==> config.mk <==
export PLATFORM = sky130hd
export DESIGN_NAME = reg_access_ctrl
export DESIGN_NICKNAME = d
export VERILOG_FILES = /design/src/rtl/reg_access_ctrl.sv
export SDC_FILE = /design/constraint.sdc
export NUM_CORES = 1
export LEC_CHECK = 0
export CORE_MARGIN = 4
export CORE_UTILIZATION = 41
export CTS_BUF_LIST = sky130_fd_sc_hd__clkbuf_4 sky130_fd_sc_hd__clkbuf_8 sky130_fd_sc_hd__clkbuf_16
export DETAILED_ROUTE_END_ITERATION = 8
export PLACE_DENSITY = 0.76
export REMOVE_ABC_BUFFERS = 1
export SLEW_MARGIN = 0
export SYNTH_ARGS = -nofsm -noshare
export SYNTH_HDL_FRONTEND = slang
export SYNTH_SLANG_ARGS = --single-unit
==> constraint.sdc <==
create_clock -name CLK -period 1.7 [get_ports CLK]
set_clock_uncertainty 0.2 [all_clocks]
set_input_delay 0.34 -clock CLK [delete_from_list [all_inputs] [get_ports CLK]]
set_output_delay 0.34 -clock CLK [all_outputs]
set_load 0.02 [all_outputs]
==> src/rtl/reg_access_ctrl.sv <==
// Command-frame decoder: turns UART byte frames into register-file write/read
// strobes and forwards read data back to the UART transmitter.
module reg_access_ctrl #(
  parameter logic [7:0] WR_CMD     = 8'hAA,
  parameter logic [7:0] RD_CMD     = 8'hBB,
  parameter int         RD_TIMEOUT = 15
) (
  input  logic       CLK,
  input  logic       RST,
  input  logic [7:0] RX_P_DATA,
  input  logic       RX_D_VLD,
  output logic       WrEn,
  output logic       RdEn,
  output logic [3:0] Address,
  output logic [7:0] WrData,
  input  logic [7:0] RdData,
  input  logic       Rd_D_Vid,
  output logic [7:0] TX_P_DATA,
  output logic       TX_D_VLD,
  input  logic       TX_BUSY,
  output logic       FRAME_ERR
);

  localparam int CNT_W = (RD_TIMEOUT < 1) ? 1 : $clog2(RD_TIMEOUT + 1);

  typedef enum logic [2:0] {
    IDLE,
    WR_ADDR,
    WR_DATA,
    WR_EXEC,
    RD_ADDR,
    RD_EXEC,
    RD_WAIT,
    TX_SEND
  } state_t;

  state_t             state_reg, state_next;
  logic [3:0]         addr_reg, addr_next;
  logic [7:0]         wr_data_reg, wr_data_next;
  logic [7:0]         tx_data_reg, tx_data_next;
  logic [CNT_W-1:0]   cnt_reg, cnt_next;
  logic               frame_err_reg, frame_err_next;

  always_ff @(posedge CLK) begin
    if (RST) begin
      state_reg     <= IDLE;
      addr_reg      <= '0;
      wr_data_reg   <= '0;
      tx_data_reg   <= '0;
      cnt_reg       <= '0;
      frame_err_reg <= 1'b0;
    end else begin
      state_reg     <= state_next;
      addr_reg      <= addr_next;
      wr_data_reg   <= wr_data_next;
      tx_data_reg   <= tx_data_next;
      cnt_reg       <= cnt_next;
      frame_err_reg <= frame_err_next;
    end
  end

  always_comb begin
    state_next     = state_reg;
    addr_next      = addr_reg;
    wr_data_next   = wr_data_reg;
    tx_data_next   = tx_data_reg;
    cnt_next       = cnt_reg;
    frame_err_next = 1'b0;

    case (state_reg)
      IDLE: begin
        if (RX_D_VLD) begin
          if (RX_P_DATA == WR_CMD)      state_next = WR_ADDR;
          else if (RX_P_DATA == RD_CMD) state_next = RD_ADDR;
        end
      end

      WR_ADDR, RD_ADDR: begin
        if (RX_D_VLD) begin
          if (RX_P_DATA[7:4] == 4'h0) begin
            addr_next  = RX_P_DATA[3:0];
            state_next = (state_reg == WR_ADDR) ? WR_DATA : RD_EXEC;
          end else begin
            frame_err_next = 1'b1;
            state_next     = IDLE;
          end
        end
      end

      WR_DATA: begin
        if (RX_D_VLD) begin
          wr_data_next = RX_P_DATA;
          state_next   = WR_EXEC;
        end
      end

      // Bytes arriving while a strobe or reply is in flight are dropped and flagged.
      WR_EXEC: begin
        frame_err_next = RX_D_VLD;
        state_next     = IDLE;
      end

      RD_EXEC: begin
        frame_err_next = RX_D_VLD;
        cnt_next       = '0;
        state_next     = RD_WAIT;
      end

      RD_WAIT: begin
        frame_err_next = RX_D_VLD;
        if (Rd_D_Vid) begin
          tx_data_next = RdData;
          state_next   = TX_SEND;
        end else begin
          cnt_next = cnt_reg + 1'b1;
          if (cnt_next == CNT_W'(RD_TIMEOUT)) begin
            frame_err_next = 1'b1;
            state_next     = IDLE;
          end
        end
      end

      TX_SEND: begin
        frame_err_next = RX_D_VLD;
        if (!TX_BUSY) state_next = IDLE;
      end

      default: state_next = IDLE;
    endcase
  end

  assign WrEn      = (state_reg == WR_EXEC);
  assign RdEn      = (state_reg == RD_EXEC);
  assign TX_D_VLD  = (state_reg == TX_SEND) && !TX_BUSY;
  assign Address   = addr_reg;
  assign WrData    = wr_data_reg;
  assign TX_P_DATA = tx_data_reg;
  assign FRAME_ERR = frame_err_reg;

endmodule

==> impl_metrics.py, run 1 <==
metrics = {
    "run_status": {
        "status": "finished, violations left",
        "violations": "negative setup slack",
    },
    "routing": {
        "drtIter0Drc": 142,
        "num_vias": 1521,
        "ant_nets": 0,
        "avgViaCountPerCell": 5.23,
        "first_pass_iters": 4,
        "drc": 0,
        "wl_per_cell_um": 15.3,
        "routed_wl_um": 4440,
    },
    "cts": {
        "clk_latency_ns": 0.33,
        "cts_tree": "done",
        "cts_buffers": 3,
        "clock-sinks": 28,
        "htreeDepth": 1,
        "clk_pin_slew_ns": 0.15,
        "root_buffer": "clkbuf_4",
        "clock_path_buffers": 2,
    },
    "yosys": {
        "synth.largest_area_cell": "dfxtp_1",
        "yosysSeqAreaShare": 0.410,
        "yosys_register_bits": 28,
        "synthCells": 162,
        "yosysUniqueCellTypes": 40,
        "synth_edf_count": 0,
        "async_reset_ff_frac": 0,
        "synthFlopType": "dfxtp_1",
        "yosysMostFrequentCell": "dfxtp_1",
        "avgSynthCellArea_um2": 8.44,
        "synth.top_cells.by_count": "dfxtp_1 (28), nand2_1 (21), nor2_1 (20)",
        "synth.area.top_cells": "dfxtp_1 (41%), mux2i_1 (9.5%), nand2_1 (5.8%)",
        "yosys_warnings": 0,
        "syn_area_mm2": 0.00137,
        "yosys.area.top_type_share": 0.410,
    },
    "global_routing": {
        "track_usage": 0.215,
        "grt_pass1_wl_um": 7310,
        "grt_max_degree": 17,
        "antenna_found_initial": 0,
        "overflow": 0,
        "grt_pass1_vias": 1611,
    },
    "layout": {
        "utilization": 0.738,
        "diodes": 0,
        "syn_to_final_growth_pct": 68.7,
        "fin_nets": 271,
        "drive_gt1_frac": 0.312,
    },
    "sta": {
        "maxSlewViolCount": 0,
        "worst_slew_pin_slew_ns": 0.301,
        "slew_headroom": 0.799,
        "holdWs_ns": 0.267,
        "period_minus_slack_ns": 1.76,
        "fmax_mhz": 569,
        "rsz0062_at_grt": "true",
        "setup_viol": 5,
        "finalHoldViolations": 0,
        "period_share": 1.03,
        "worst_slack_ns": -0.0581,
    },
    "setup_path": {
        "cp_cell_sequence": "clkdlybuf4s50_1 -> nor4_4 -> buf_4 -> o21ai_0 -> o22ai_1 -> nor3_2 -> a211oi_2",
        "cp.buffers_inverters": 2,
        "cp_top_family": "buffers and inverters",
        "crit_required_ns": 1.76,
        "crit_type": "in2reg",
        "crit_slowest_cell": "clkdlybuf4s50_1",
        "start_kind": "input port",
        "cp-end-kind": "flip-flop",
        "worst_ep_arrival_time_ns": 1.81,
        "crit_path_max_incr_delay_ns": 0.51,
        "path_max_fanout": 4,
    },
    "run": {
        "max_cap_violations": 0,
    },
    "placement": {
        "dp_slack_ns": -0.506,
        "portBuffers": 44,
        "dp_hpwl_um": 3160,
        "routabilityCongestion": 0.848,
    },
    "die": {
        "fp.dieH_um": 65.8,
        "initial_core_util": 0.437,
        "die_area_mm2": 0.00432,
        "core_mm2": 0.00313,
        "io_pins": 45,
        "rows": 20,
        "die_x_um": 65.8,
    },
    "worst_hold_path": {
        "hold_path.class": "reg2reg",
    },
    "pwr": {
        "ir_drop_v": 0.000671,
        "power_density_mw_per_mm2": 811,
        "p_leak_nw": 1.04,
    },
}
==> tightest hold or removal path: stages (launching register included) <==
cell and delay, ns:
dfxtp_1 0.34, nand2_1 0.05, a21oi_1 0.05
==> worst paths after layout <==
path / slack (ns) / from / cells after the start / endpoint
hold / removal: 0.27 / TX_P_DATA[2] / 2 / TX_P_DATA[2]
setup reg to reg: -0.04 / state_reg[2] / 6 / state_reg[2]
setup / recovery: -0.06 / RX_P_DATA[5] / 7 / state_reg[1]
hold reg to reg: 0.27 / TX_P_DATA[2] / 2 / TX_P_DATA[2]
==> where the power goes <==
part / internal [mW] / switching (mW)
registers: 0.702 / 0.0372
clock network: 0.239 / 0.195
logic: 0.378 / 0.322
==> stage by stage <==
step	total power [mW]	cells	setup TNS [ns]	area [um^2]
after CTS	1.81	288	-0.0893	2240
after floorplan	0.997	153	-0.367	1330
after global routing	1.97	291	-0.896	2310
final	1.87	291	-0.154	2310
after detailed placement	1.30	277	-7.34	2100
after global placement	1.29	277	-6.07	2100
==> routing by layer <==
metal	GRT usage	up-vias	share of wire
li1	-	742	-
met1	0.229	702	0.38
met2	0.411	68	0.53
met3	0.0479	9	0.067
met4	0.0674	0	0.020
met5	0	-	0
==> logic make-up (layout without fill, tap and decap cells) <==
kind of cell / count (synthesis) / in the layout / share of synthesized area
buffers and inverters: 13 / 98 / 0.0412
AOI/OAI and AO/OA: 30 / 30 / 0.144
xor gates and xnor gates: 3 / 3 / 0.0192
muxes: 13 / 13 / 0.0951
DFF: 28 / 28 / 0.410
adders and majority gates: 3 / 3 / 0.0256
and+or+nand+nor: 72 / 72 / 0.265
==> what timing repair did <==
| item | 4_1_cts | 5_1_grt |
|---|---|---|
| setup endpoints to repair | 34 | 16 |
| hold buffers | 0 | 0 |
| buffers inserted | 7 | 3 |
| resized for setup | 64 | 13 |
| pin swaps | 12 | 8 |
==> placed cells by master, fill, tap and decap left out, drive strengths merged, types with 4 or more instances in the layout <==
cell / instances
dlygate4sd2: 26
dfxtp: 28
clkdlybuf4s50: 15
inv: 4
o21ai: 8
buf: 49
nand2: 21
a21oi: 11
mux2i: 13
nor3: 6
nor2: 20
nand3: 4
==> final cells by class <==
cell class	count	area (um^2)
Inverter	4	17.5
Timing Repair Buffer	90	803
Multi-Input combinational cell	121	805
Sequential cell	28	574
Fill cell	233	821
Tap cell	44	55.1
Clock inverter	1	30.0
Clock buffer	3	22.5
Note: power is estimated with default switching activity, not from simulation.
==> run 2, diff against run 1 <==
- CORE_ASPECT_RATIO: unset -> 1.75
- CTS_CLUSTER_SIZE: unset -> 16
==> impl_metrics.py, run 2 (same netlist as run 1, synthesis figures left out) <==
metrics = {
    "run_status": {
        "status": "finished, violations left",
        "violations": "negative setup slack",
    },
    "pwr": {
        "p_int_mw": 1.40,
        "power_density_mw_per_mm2": 850,
        "p_sw_frac": 0.309,
        "p_seq_frac": 0.373,
        "p_leak_nw": 1.11,
        "power_frac_comb": 0.360,
        "p_total_mw": 2.02,
        "ir_drop_v": 0.000689,
        "power.switching_mw": 0.625,
        "clkPwrFrac": 0.267,
    },
    "die": {
        "io_pins": 45,
        "die_area_mm2": 0.00436,
        "die_x_um": 51.7,
        "rows": 27,
        "fp.dieH_um": 84.4,
        "initial_core_util": 0.431,
        "core_mm2": 0.00318,
    },
    "setup_path": {
        "path_max_fanout": 8,
        "crit_slowest_cell": "dfxtp_4",
        "r2r_setup_slack_ns": -0.04,
        "reg2reg_from": "state_reg[0]",
        "rr_worst_depth": 7,
        "crit_required_ns": 1.71,
        "cp_top_family": "compound AO/OA/AOI/OAI gates",
        "crit_top_cell": "buf_6",
        "start_kind": "flip-flop",
        "crit_start": "state_reg[0]",
        "path_depth": 7,
        "cp.buffers_inverters": 2,
        "crit_type": "reg2reg",
        "cp_cell_sequence": "buf_6 -> maj3_2 -> o21ai_2 -> a31o_1 -> buf_6 -> nor3_2 -> a211oi_2",
        "worst_ep_arrival_time_ns": 1.75,
        "cp-end-kind": "flip-flop",
        "crit_path_max_incr_delay_ns": 0.39,
    },
    "cts": {
        "clk_latency_ns": 0.29,
        "cts_buffers": 3,
        "root_buffer": "clkbuf_8",
        "clock_path_buffers": 2,
        "postCtsHoldBufs": 0,
        "cts_tree": "done",
        "htreeDepth": 1,
        "clock-sinks": 28,
        "clk_pin_slew_ns": 0.10,
    },
    "routing": {
        "wl_met3_um": 296,
        "wl_per_cell_um": 16.4,
        "drc": 0,
        "routed_wl_um": 4810,
        "num_vias": 1608,
        "drtIter0Drc": 36,
        "ant_nets": 0,
        "maxUsedRoutingLayer": "met4",
        "avgViaCountPerCell": 5.47,
        "wl_met2_um": 2590,
        "first_pass_iters": 5,
        "met1_length_um": 1650,
    },
    "layout": {
        "mostFrequentLayoutCells": "buf_4 (45), dlygate4sd2_1 (28), dfxtp_1 (23), nand2_1 (20), nor2_1 (19)",
        "syn_to_final_growth_pct": 73.7,
        "regArea_um2": 577,
        "nFillCells": 223,
        "drive_gt1_frac": 0.335,
        "fin_nets": 275,
        "final_cells": 294,
        "utilization": 0.748,
        "diodes": 0,
        "layout_commonest_cell": "buf_4",
        "multi_input_area_um2": 837,
    },
    "global_routing": {
        "overflow": 0,
        "grt_pass1_vias": 1763,
        "grt_pass1_wl_um": 8020,
        "grt_max_degree": 18,
        "antenna_found_initial": 0,
        "track_usage": 0.241,
    },
    "placement": {
        "dp_hpwl_um": 3380,
        "portBuffers": 44,
        "dpl.cell_count": 280,
        "dp_slack_ns": -0.501,
        "routabilityCongestion": 0.908,
    },
    "sta": {
        "fmax_mhz": 574,
        "finalHoldViolations": 0,
        "setup_viol": 4,
        "period_minus_slack_ns": 1.74,
        "period_share": 1.03,
        "slew_headroom": 0.766,
        "worst_slack_ns": -0.0434,
        "maxSlewViolCount": 0,
        "rsz0062_at_grt": "true",
        "worst_slew_pin_slew_ns": 0.348,
    },
    "worst_hold_path": {
        "hp-start": "TX_P_DATA[2]",
        "whs_path_depth": 2,
        "hold_path.class": "reg2reg",
    },
    "run": {
        "max_cap_violations": 0,
    },
}
==> run 2: path summary, 6_finish.rpt <==
path             endpoint
max          state_reg[1]
min          TX_P_DATA[2]
max reg2reg  state_reg[1]
min reg2reg  TX_P_DATA[2]
==> run 2: final cells by class <==
class                      instances  share of cell area
clock buffer                       3              0.0174
clock inverter                     1              0.0126
sequential                        28               0.243
timing repair buffer              94               0.345
multi-input combinational        121               0.352
inverter                           4             0.00737
tap                               43              0.0226
==> run 2: power by group through the flow <==
stage / combinational (mW) / sequential, mW / clock, mW
global placement: 0.575 / 0.744 / 0
detailed placement: 0.589 / 0.745 / 0
finish: 0.728 / 0.753 / 0.539
global route: 0.779 / 0.756 / 0.566
CTS: 0.669 / 0.740 / 0.535
floorplan: 0.212 / 0.785 / 0
==> run 2: per-layer routing <==
metal  vias up  GRT usage
met5         -          0
met4         0      0.169
met3        30     0.0480
met2        90      0.433
met1       744      0.232
li1        744          -
==> run 2: timing repair <==
item,CTS,global route
endpoints found under the setup margin,40,19
gates resized for setup,71,15
endpoints found under the hold margin,0,0
pin swaps,12,11
buffers inserted,8,2
==> run 2: worst min-delay path: cells and delay by family, from the launching register on <==
family | cells | cell delay, ns
flip-flops | 1 | 0.32
AO/OA/AOI/OAI | 1 | 0.05
AND/OR/NAND/NOR | 1 | 0.05
==> run 2: metrics by stage <==
| stage | area, um^2 | setup TNS [ns] | hold slack, ns |
|---|---|---|---|
| 2_1_floorplan | 1330 | -0.367 | 0.205 |
| 3_3_place_gp | 2130 | -6.42 | 0.241 |
| 3_5_place_dp | 2130 | -7.49 | 0.257 |
| 4_1_cts | 2310 | -0.0458 | 0.262 |
| 5_1_grt | 2380 | -0.567 | 0.291 |
| 6_report | 2380 | -0.0997 | 0.261 |
